`src/rtl/fmul_round_pack.sv`:
```
// Packs FMUL final-stage fields into an IEEE-754 single word and queues them
// in a small in-order output FIFO, with sticky status flags and saturating event counters.
module fmul_round_pack #(
   parameter int FIFO_DEPTH = 2,
   parameter int CNT_W      = 16
) (
   input  logic             clk,
   input  logic             RESET,
   input  logic             in_valid,
   input  logic             in_sign,
   input  logic [7:0]       in_exp,
   input  logic [23:0]      in_frac,
   input  logic             in_error,
   input  logic             in_overflow,
   output logic             in_ready,
   output logic             out_valid,
   output logic [31:0]      out_data,
   input  logic             out_ready,
   input  logic             clr_flags,
   output logic             flag_invalid,
   output logic             flag_overflow,
   output logic             flag_underflow,
   output logic             flag_drop,
   output logic [CNT_W-1:0] cnt_invalid,
   output logic [CNT_W-1:0] cnt_overflow
);

   localparam int PTR_W = (FIFO_DEPTH > 1) ? $clog2(FIFO_DEPTH) : 1;
   localparam logic [PTR_W:0] FULL_CNT = FIFO_DEPTH[PTR_W:0];

   function automatic logic [31:0] pack_word(input logic sign, input logic [7:0] exp,
                                             input logic [23:0] frac, input logic err,
                                             input logic ovf);
      logic [31:0] w;
      if (err)
         w = 32'h7FC0_0000;
      else if (ovf || exp == 8'hFF)
         w = {sign, 8'hFF, 23'd0};
      else if (exp == 8'd0 || frac == 24'd0 || (exp == 8'd1 && !frac[23]))
         w = {sign, 31'd0};
      else if (frac[23])
         w = {sign, exp, frac[22:0]};
      else
         w = {sign, exp - 8'd1, frac[21:0], 1'b0};
      return w;
   endfunction

   function automatic logic [CNT_W-1:0] sat_inc(input logic [CNT_W-1:0] c, input logic ev);
      logic [CNT_W-1:0] r;
      r = c;
      if (ev && c != {CNT_W{1'b1}})
         r = c + 1'b1;
      return r;
   endfunction

   logic [31:0]    mem [FIFO_DEPTH];
   logic [PTR_W-1:0] wr_ptr, rd_ptr;
   logic [PTR_W:0] count;
   logic           push_p0, pop_p0, drop_p0;
   logic           ev_inv_p0, ev_ovf_p0, ev_unf_p0, zero_p0;
   logic [31:0]    pack_p0;

   // Stage 0: pack and classify the incoming result
   assign in_ready  = (count != FULL_CNT);
   assign out_valid = (count != '0);
   assign out_data  = mem[rd_ptr];
   assign push_p0   = in_valid & in_ready;
   assign pop_p0    = out_valid & out_ready;
   assign drop_p0   = in_valid & ~in_ready;
   assign pack_p0   = pack_word(in_sign, in_exp, in_frac, in_error, in_overflow);
   assign zero_p0   = (in_exp == 8'd0) || (in_exp == 8'd1 && !in_frac[23]) || (in_frac == 24'd0);
   assign ev_inv_p0 = push_p0 & in_error;
   assign ev_ovf_p0 = push_p0 & ~in_error & (in_overflow | (in_exp == 8'hFF));
   assign ev_unf_p0 = push_p0 & ~in_error & ~in_overflow & (in_exp != 8'hFF) & zero_p0
                      & (in_frac != 24'd0);

   // Stage 1: FIFO storage, occupancy and status
   always_ff @(posedge clk) begin
      if (RESET) begin
         for (int i = 0; i < FIFO_DEPTH; i++) mem[i] <= '0;
      end else if (push_p0) begin
         mem[wr_ptr] <= pack_p0;
      end
   end

   always_ff @(posedge clk) begin
      if (RESET) begin
         wr_ptr         <= '0;
         rd_ptr         <= '0;
         count          <= '0;
         flag_invalid   <= 1'b0;
         flag_overflow  <= 1'b0;
         flag_underflow <= 1'b0;
         flag_drop      <= 1'b0;
         cnt_invalid    <= '0;
         cnt_overflow   <= '0;
      end else begin
         if (push_p0) wr_ptr <= wr_ptr + 1'b1;
         if (pop_p0)  rd_ptr <= rd_ptr + 1'b1;
         case ({push_p0, pop_p0})
            2'b10:   count <= count + 1'b1;
            2'b01:   count <= count - 1'b1;
            default: count <= count;
         endcase
         // a new event in the same cycle as clr_flags wins
         flag_invalid   <= (flag_invalid   & ~clr_flags) | ev_inv_p0;
         flag_overflow  <= (flag_overflow  & ~clr_flags) | ev_ovf_p0;
         flag_underflow <= (flag_underflow & ~clr_flags) | ev_unf_p0;
         flag_drop      <= (flag_drop      & ~clr_flags) | drop_p0;
         cnt_invalid    <= sat_inc(cnt_invalid, ev_inv_p0);
         cnt_overflow   <= sat_inc(cnt_overflow, ev_ovf_p0);
      end
   end

endmodule

```
`config.mk`:
```
export PLATFORM = sky130hd
export DESIGN_NAME = fmul_round_pack
export DESIGN_NICKNAME = d
export VERILOG_FILES = /design/src/rtl/fmul_round_pack.sv
export SDC_FILE = /design/constraint.sdc
export NUM_CORES = 1
export LEC_CHECK = 0
export BUFFER_PORTS_ARGS = -buffer_cell sky130_fd_sc_hd__buf_4
export CAP_MARGIN = 20
export CORE_ASPECT_RATIO = 1.25
export CORE_UTILIZATION = 35
export CTS_CLUSTER_SIZE = 28
export DETAILED_ROUTE_END_ITERATION = 8
export PLACE_DENSITY_LB_ADDON = 0.3
export SYNTH_ARGS = -nofsm -noshare
export SYNTH_HDL_FRONTEND = slang
export SYNTH_SLANG_ARGS = --single-unit
```
`constraint.sdc`:
```
create_clock -name clk -period 4.45 [get_ports clk]
set_clock_uncertainty 0.2 [all_clocks]
set_input_delay 1.335 -clock clk [delete_from_list [all_inputs] [get_ports clk]]
set_output_delay 1.335 -clock clk [all_outputs]
set_load 0.01 [all_outputs]
```
==> results of run 1 <==
## area by class of cell
class / count / share of cell area [%]
well taps: 178 / 3.43
inverters: 6 / 0.347
clock buffers: 9 / 3.47
flip-flops and latches: 105 / 42.3
multi-input cells: 351 / 35.5
repair buffers: 115 / 13.3
clock inverters: 7 / 1.72
## metal layers
layer	global-route usage (%)	vias up
met3	3.52	25
met5	0	-
met4	6.37	0
met2	27.8	124
li1	-	1938
met1	19.3	1890
## worst max-delay path, cell delays in order
cell      delay (ps)
buf_4            270
nand4b_1         600
nand2b_1         330
buf_4            430
## registers in the layout (all words and copies together) (netlist names), named ones only
register        count
flag_drop           1
rd_ptr              1
mem                64
flag_invalid        1
wr_ptr              1
count               2
flag_overflow       1
cnt_overflow       16
flag_underflow      1
cnt_invalid        16
## metrics by stage
stage	instances	setup WS, ps
2_1_floorplan	484	810
3_3_place_gp	754	741
3_5_place_dp	754	599
4_1_cts	770	962
6_report	771	1240
5_1_grt	771	1050
## cell families after synthesis
logic type | Yosys count
buffers and inverters | 28
adder cells (fa/ha/maj) | 6
flip-flops | 105
AND/OR/NAND/NOR | 213
XOR/XNOR | 25
AO/OA/AOI/OAI | 42
multiplexers | 65
## final timing paths
check	startpoint	end	cells past startpoint
worst min register to register	flag_underflow$_SDFF_PP0_	flag_underflow$_SDFF_PP0_	2
worst min-delay path	flag_underflow$_SDFF_PP0_	flag_underflow$_SDFF_PP0_	2
worst max-delay path	RESET	mem[1][8]$_SDFFCE_PN0P_	4
worst max register to register	count[0]$_SDFFE_PP0P_	cnt_invalid[9]$_SDFFE_PP0P_	5
## power breakdown
group / leakage (nW) / switching (mW) / internal (mW) / total [mW]
Combinational: 1.51 / 0.351 / 0.336 / 0.687
Sequential: 1.01 / 0.0390 / 1.15 / 1.19
Clock: 0.166 / 0.385 / 0.508 / 0.892
## cell usage after synthesis (2+ instances only)
cell	n
or4_4	2
nand4_1	11
xnor2_1	5
mux2_2	41
nand3_1	12
edfxtp_1	64
clkbuf_1	13
and4_1	5
nor3_1	4
nor2b_1	11
buf_1	6
inv_1	5
nand4b_1	2
o21ai_0	8
o21bai_1	2
a21oi_1	19
nor4_1	9
o211ai_1	4
or3_1	7
or4_1	4
mux2i_1	24
nand2_1	18
a31o_2	2
buf_2	3
ha_1	6
and3_1	6
nand2b_1	4
nor2_1	109
dfxtp_1	41
xor2_1	20
==> flow_summary.ini, run 1 <==
[cells_and_area]
area_delta_synth_final_pct = 26.1
final_cell_mix = buf_4 (114), nor2_1 (109), edfxtp_1 (64)
post-route-util_pct = 45.2
multi_input_area_um2 = 2310
postLayoutCellArea_um2 = 6490
n_antenna_cell = 0
layout-drive-gt1-share_pct = 31.0
fin_nets = 634
seq_area_um2 = 2740
final_common_cell = buf_4
fill_cells = 1405

[die]
dieWidth_um = 110
die_area_um2 = 15200
start_util_pct = 35.9
boundaryPins = 110
core_um2 = 14300
die-height_um = 138
fp-row-count = 49

[synth]
ys_types = 47
synthMuxAreaShare_pct = 13.6
synth_area_leaders = edfxtp_1 (37%), dfxtp_1 (16%), mux2_2 (9.0%)
syn-num-nets = 530
yosys.area_share.simple_pct = 20.3
synth_fa_ha_area_share_pct = 1.46
synth_top_family_by_area = simple AND/OR/NAND/NOR gates
syn_avg_cell_area_um2 = 10.6
yosys_warnings = 0
synth_compound_area_share_pct = 4.94
synth_edf_count = 64
synth_top_cell_by_area = edfxtp_1
async_reset_ff_share_pct = 0
ys_seq_area_share_pct = 53.3
synth_xor_area_share_pct = 4.25
synth_flop_cell = edfxtp_1
ys_seq_elements = 105
syn_area_um2 = 5150
netlist_instances = 484
synth_top_area_share_pct = 37.3

[clock_network]
tritoncts = done
numCtsBuffers = 9
root_buffer = clkbuf_16
cts.htree.levels = 3
clk_latency_ps = 340
cts_sinks = 105
ctsResizeCount = 0
cts_max_path_buffers = 2
cts_setup_buffers = 0
hold_buffers = 0
clkTransAtPathRegs_ps = 70

[power]
p_leak_nw = 2.69
power.total_mw = 2.77
powerDensity_nw_per_um2 = 427
max-vdd-ir-drop_v = 0.000229

[placement]
place_area_um2 = 6150
portBuffers = 109
hpwl_mm = 8.39
globalplace.congestion = 0.820

[drt]
wl_per_cell_um = 15.5
postRouteAntennaNets = 0
wl_met1_mm = 5.17
wirelength_mm = 12.0
via_per_inst = 5.16
vias = 3977
drc = 0
wl_met2_mm = 5.91
firstDrtPassIters = 5
dr.max_layer_used = met4
drt_iter0_drc = 154
wl_met3_um = 616

[timing]
worst_pin_slew_ps = 1010
slew_viol_final = 0
finalHoldViolations = 0
relSlewSlack_pct = 32.7
fin_crit_ps = 3210
rsz0062_at_grt = false
hold_ws_ps = 285
setup_viol = 0
layout_worst_path_cycle_share_pct = 72.0
fmax_mhz = 312
setup_tns_ps = 0

[critical_path]
cp_max_fo = 55
critPathCaptureType = register
rrSetupSlack_ps = 1970
required_ps = 4250
start_kind = primary input
worstSetupPathType = in -> reg
crit_arrival_ps = 3000

[global_route]
grt_overflow = 0
grt_max_degree = 56
grt_pass1_wl_mm = 19.3
first_global_vias = 3862
antenna_found_initial = 0
grt_usage_pct = 16.0

[worst_hold_path]
hp-class = reg -> reg

[status]
status = complete, no violations

[flow_run]
cap_viol_max_count = 0
(Power assumes the default switching activity.)
==> inputs of run 2 (changes only) <==
==> constraint.sdc (replaced) <==
create_clock -name clk -period 3.3 [get_ports clk]
set_clock_uncertainty 0.2 [all_clocks]
set_input_delay 0.99 -clock clk [delete_from_list [all_inputs] [get_ports clk]]
set_output_delay 0.99 -clock clk [all_outputs]
set_load 0.01 [all_outputs]
==> flow_summary.ini, run 2 (synthesis results as in run 1) <==
[status]
status = complete, no violations

[global_route]
first_global_vias = 3847
grt_overflow = 0
grt_max_degree = 51
grt_pass1_wl_mm = 19.1
grt_usage_pct = 15.9
antenna_found_initial = 0

[cells_and_area]
final_common_cell = buf_4
final_cell_mix = buf_4 (117), nor2_1 (109), edfxtp_1 (64)
postLayoutCellArea_um2 = 6520
fin_nets = 639
top_register = mem
largest_reg_flops = 64
area_delta_synth_final_pct = 26.7
post-route-util_pct = 45.4
layout.cells.non_filler = 776
fill_cells = 1398
n_antenna_cell = 0
layout-drive-gt1-share_pct = 31.1
multi_input_area_um2 = 2310
top_regs = mem x64, cnt_invalid x16, cnt_overflow x16
seq_area_um2 = 2740

[clock_network]
hold_buffers = 0
cts_sinks = 105
tritoncts = done
clkTransAtPathRegs_ps = 70
ctsResizeCount = 0
cts_max_path_buffers = 2
clk_latency_ps = 340
numCtsBuffers = 9
root_buffer = clkbuf_16
cts_setup_buffers = 0
cts.htree.levels = 3

[placement]
hpwl_mm = 8.47
dp.cells = 760
portBuffers = 109
place_area_um2 = 6230
globalplace.congestion = 0.792

[die]
fp-row-count = 49
die_area_um2 = 15200
boundaryPins = 110
dieWidth_um = 110
start_util_pct = 35.9
die-height_um = 138
core_um2 = 14300

[timing]
worst_pin_slew_ps = 644
setup_viol = 0
finalHoldViolations = 0
fin_crit_ps = 2790
relSlewSlack_pct = 56.7
layout_worst_path_cycle_share_pct = 84.4
rsz0062_at_grt = false
fmax_mhz = 359
slew_viol_final = 0
setup_tns_ps = 0

[critical_path]
start_kind = register
slowest_stage = mux2_2
crit_arrival_ps = 1600
cp_cell_sequence = buf_4 > mux2_2 > buf_4
crit_top_cell = buf_4
critPathCaptureType = primary output
required_ps = 2110
cp_max_fo = 32
worstSetupPathType = reg -> out
max_stage_delay_ps = 410

[drt]
firstDrtPassIters = 4
via_per_inst = 5.14
postRouteAntennaNets = 0
vias = 3992
wirelength_mm = 12.0
drc = 0
drt_iter0_drc = 87
wl_per_cell_um = 15.5

[power]
max-vdd-ir-drop_v = 0.000248
power.total_mw = 3.60
powerDensity_nw_per_um2 = 552
p_leak_nw = 2.70

[worst_hold_path]
hp-class = reg -> reg

[flow_run]
cap_viol_max_count = 0
[run 2: changes by cell type in the layout (fill, tap and decap cells not counted), sizes merged]
cell      delta
clkbuf       +2
inv          -2
clkinvlp     +1
buf          +5
bufinv       -1
[run 2: critical path: cells and delay by family (launching register included)]
family / cells / cell delay, ps
buf+inv: 2 / 540
mux: 1 / 410
flops: 1 / 310
[run 2: final cells by class]
type,instances,area share [%]
well taps,178,3.42
multi-input cells,351,35.4
repair buffers,120,14.4
flip-flops and latches,105,42.1
clock inverters,5,0.844
inverters,6,0.345
clock buffers,11,3.57
[run 2: per-layer routing]
layer / vias up / share of wire, % / wire, um / GRT usage, %
met5: - / 0 / 0 / 0
met4: 0 / 0.96 / 115 / 4.67
met3: 11 / 5.3 / 636 / 4.00
met2: 116 / 50 / 6010 / 28.6
met1: 1924 / 44 / 5250 / 18.8
li1: 1941 / - / - / -
[run 2: stage by stage]
step | worst slack [ps] | hold WS, ps
floorplan | 5.16 | 262
global placement | 288 | 254
detailed placement | 273 | 262
CTS | 473 | 280
global route | 421 | 294
finish | 514 | 289
[run 2: where the power goes]
| part | switching [mW] | leakage, nW | internal, mW | total, mW |
|---|---|---|---|---|
| combinational | 0.476 | 1.55 | 0.464 | 0.939 |
| sequential | 0.0526 | 1.01 | 1.55 | 1.60 |
| clock | 0.469 | 0.138 | 0.589 | 1.06 |
[run 2: path summary, 6_finish.rpt]
kind | slack (ps) | from | cells after the start | to
worst max-delay path | 510 | register | 3 | out_data[3]
worst min-delay path | 290 | flag_overflow$_SDFF_PP0_ | 2 | flag_overflow$_SDFF_PP0_
worst max register to register | 980 | count[1]$_SDFFE_PP0P_ | 6 | count[1]$_SDFFE_PP0P_
worst min register to register | 290 | flag_overflow$_SDFF_PP0_ | 2 | flag_overflow$_SDFF_PP0_
==> inputs of run 3 (changes only) <==
--- a/config.mk
+++ b/config.mk
@@ -5,6 +5,7 @@
 export SDC_FILE = /design/constraint.sdc
 export NUM_CORES = 1
 export LEC_CHECK = 0
+export ABC_AREA = 1
 export BUFFER_PORTS_ARGS = -buffer_cell sky130_fd_sc_hd__buf_4
 export CAP_MARGIN = 20
 export CORE_ASPECT_RATIO = 1.25
==> constraint.sdc (replaced) <==
create_clock -name clk -period 2.5 [get_ports clk]
set_clock_uncertainty 0.2 [all_clocks]
set_input_delay 0.75 -clock clk [delete_from_list [all_inputs] [get_ports clk]]
set_output_delay 0.75 -clock clk [all_outputs]
set_load 0.01 [all_outputs]
==> flow_summary.ini, run 3 <==
[status]
status = complete, no violations

[timing]
setup_viol = 0
fmax_mhz = 411
relSlewSlack_pct = 67.5
rsz0062_at_grt = false
worst_pin_slew_ps = 483
layout_worst_path_cycle_share_pct = 97.4
fin_crit_ps = 2430
finalHoldViolations = 0
slew_viol_final = 0

[critical_path]
rrSetupSlack_ps = 550
cp_max_fo = 32
start_kind = register
crit_buf_inv = 2
r2r_start = cnt_overflow[0]$_SDFFE_PP0P_
timing.rr.end = cnt_overflow[15]$_SDFFE_PP0P_
rr_worst_depth = 7
slowest_stage = mux2_2
critPathCaptureType = primary output
crit_arrival_ps = 1480
max_stage_delay_ps = 390
worstSetupPathType = reg -> out
required_ps = 1550
cp_cell_sequence = buf_12 > mux2_2 > buf_4
crit_family = multiplexers

[synth]
syn_avg_cell_area_um2 = 8.20
ys_seq_elements = 105
synth_top_cell_by_area = edfxtp_1
syn-num-nets = 747
netlist_instances = 701
synth_edf_count = 64
yosys_warnings = 0
ys_seq_area_share_pct = 47.7
synth_top_area_share_pct = 33.4
ys_types = 33
synth_area_leaders = edfxtp_1 (33%), nand2_1 (15%), dfxtp_1 (14%)
synth_flop_cell = edfxtp_1
synth_common_cells = nand2_1 (229), nor2_1 (109), edfxtp_1 (64)
yosysMostFrequentCell = nand2_1
syn_area_um2 = 5750
async_reset_ff_share_pct = 0

[clock_network]
tritoncts = done
cts_sinks = 105
ctsResizeCount = 0
hold_buffers = 0
cts_max_path_buffers = 2
clk_latency_ps = 350
root_buffer = clkbuf_16
cts.htree.levels = 3
numCtsBuffers = 9
clkTransAtPathRegs_ps = 70
cts_setup_buffers = 0

[cells_and_area]
n_antenna_cell = 0
layout-drive-gt1-share_pct = 25.6
top_regs = mem x64, cnt_invalid x16, cnt_overflow x16
top_register = mem
final_common_cell = nand2_1
area_delta_synth_final_pct = 25.3
fin_nets = 858
postLayoutCellArea_um2 = 7200
final_cell_mix = nand2_1 (228), buf_4 (120), nor2_1 (109)
largest_reg_flops = 64
post-route-util_pct = 44.6

[placement]
hpwl_mm = 9.74
globalplace.congestion = 0.807
portBuffers = 109
place_area_um2 = 6900

[die]
die-height_um = 145
core_um2 = 16100
die_area_um2 = 16900
boundaryPins = 110
start_util_pct = 35.6
dieWidth_um = 117
fp-row-count = 52

[drt]
postRouteAntennaNets = 0
drc = 0
drt_iter0_drc = 276
wirelength_mm = 14.1
vias = 4877
firstDrtPassIters = 4
wl_per_cell_um = 13.6
via_per_inst = 4.72

[worst_hold_path]
hp-class = reg -> reg
worstHoldEndpoint = rd_ptr$_SDFFE_PP0P_
hold_depth = 1
hp-start = rd_ptr$_SDFFE_PP0P_

[power]
clockPowerShare_pct = 33.0
power_frac_comb_pct = 21.0
p_leak_nw = 2.95
power_frac_seq_pct = 45.9
p_int_mw = 3.16
max-vdd-ir-drop_v = 0.000330
power_switching_share_pct = 27.8
powerDensity_nw_per_um2 = 608
switching_power_mw = 1.22

[global_route]
antenna_found_initial = 0
first_global_vias = 4629
grt_pass1_wl_mm = 22.2
grt_overflow = 0
grt_usage_pct = 16.9
grt_max_degree = 34

[flow_run]
cap_viol_max_count = 0
## run 3: cells by family after synthesis
kind of cell	after synthesis	synth area share, %
and+or+nand+nor	403	29.9
buffers and inverters	67	5.12
adders and majority gates	6	1.31
muxes	32	6.27
AOI/OAI and AO/OA	71	7.03
xor gates and xnor gates	17	2.59
DFF	105	47.7
## run 3: area by class of cell
cell class                 instances  area [um^2]
sequential                       105         2740
clock inverter                     7         76.3
clock buffer                       9          225
fill                            1676         8930
timing repair buffer             126         1020
multi-input combinational        529         2710
inverter                          41          154
tap                              216          270
## run 3: power groups by stage
stage	Sequential (mW)	Clock [mW]	Combinational, mW
floorplan	2.04	0	0.523
global placement	2.05	0	0.930
detailed placement	2.05	0	0.933
CTS	2.01	1.48	0.938
global route	2.03	1.54	1.01
finish	2.01	1.45	0.920
## run 3: worst max path at each step
stage | to | depth (start not counted)
CTS | out_data[27] | 3
finish | out_data[27] | 3
detailed placement | mem[1][25]$_SDFFCE_PN0P_ | 10
global placement | mem[1][24]$_SDFFCE_PN0P_ | 10
floorplan | mem[1][0]$_SDFFCE_PN0P_ | 5
global route | out_data[23] | 3
## run 3: through the flow
step	worst slack, ps	TNS [ps]	hold slack [ps]	power (mW)	cells
2_1_floorplan	1.38	0	225	2.57	701
3_3_place_gp	25.2	0	237	2.98	1017
3_5_place_dp	-6.27	-26.4	242	2.99	1017
4_1_cts	25.3	0	255	4.44	1033
5_1_grt	22.4	0	275	4.57	1033
6_report	65.1	0	253	4.38	1033
## run 3: routing by layer
layer	GRT usage (%)	vias up	wire length (um)
li1	-	2503	-
met1	20.8	2241	6380
met2	28.4	115	6640
met3	3.38	18	754
met4	7.15	0	320
met5	0	-	0
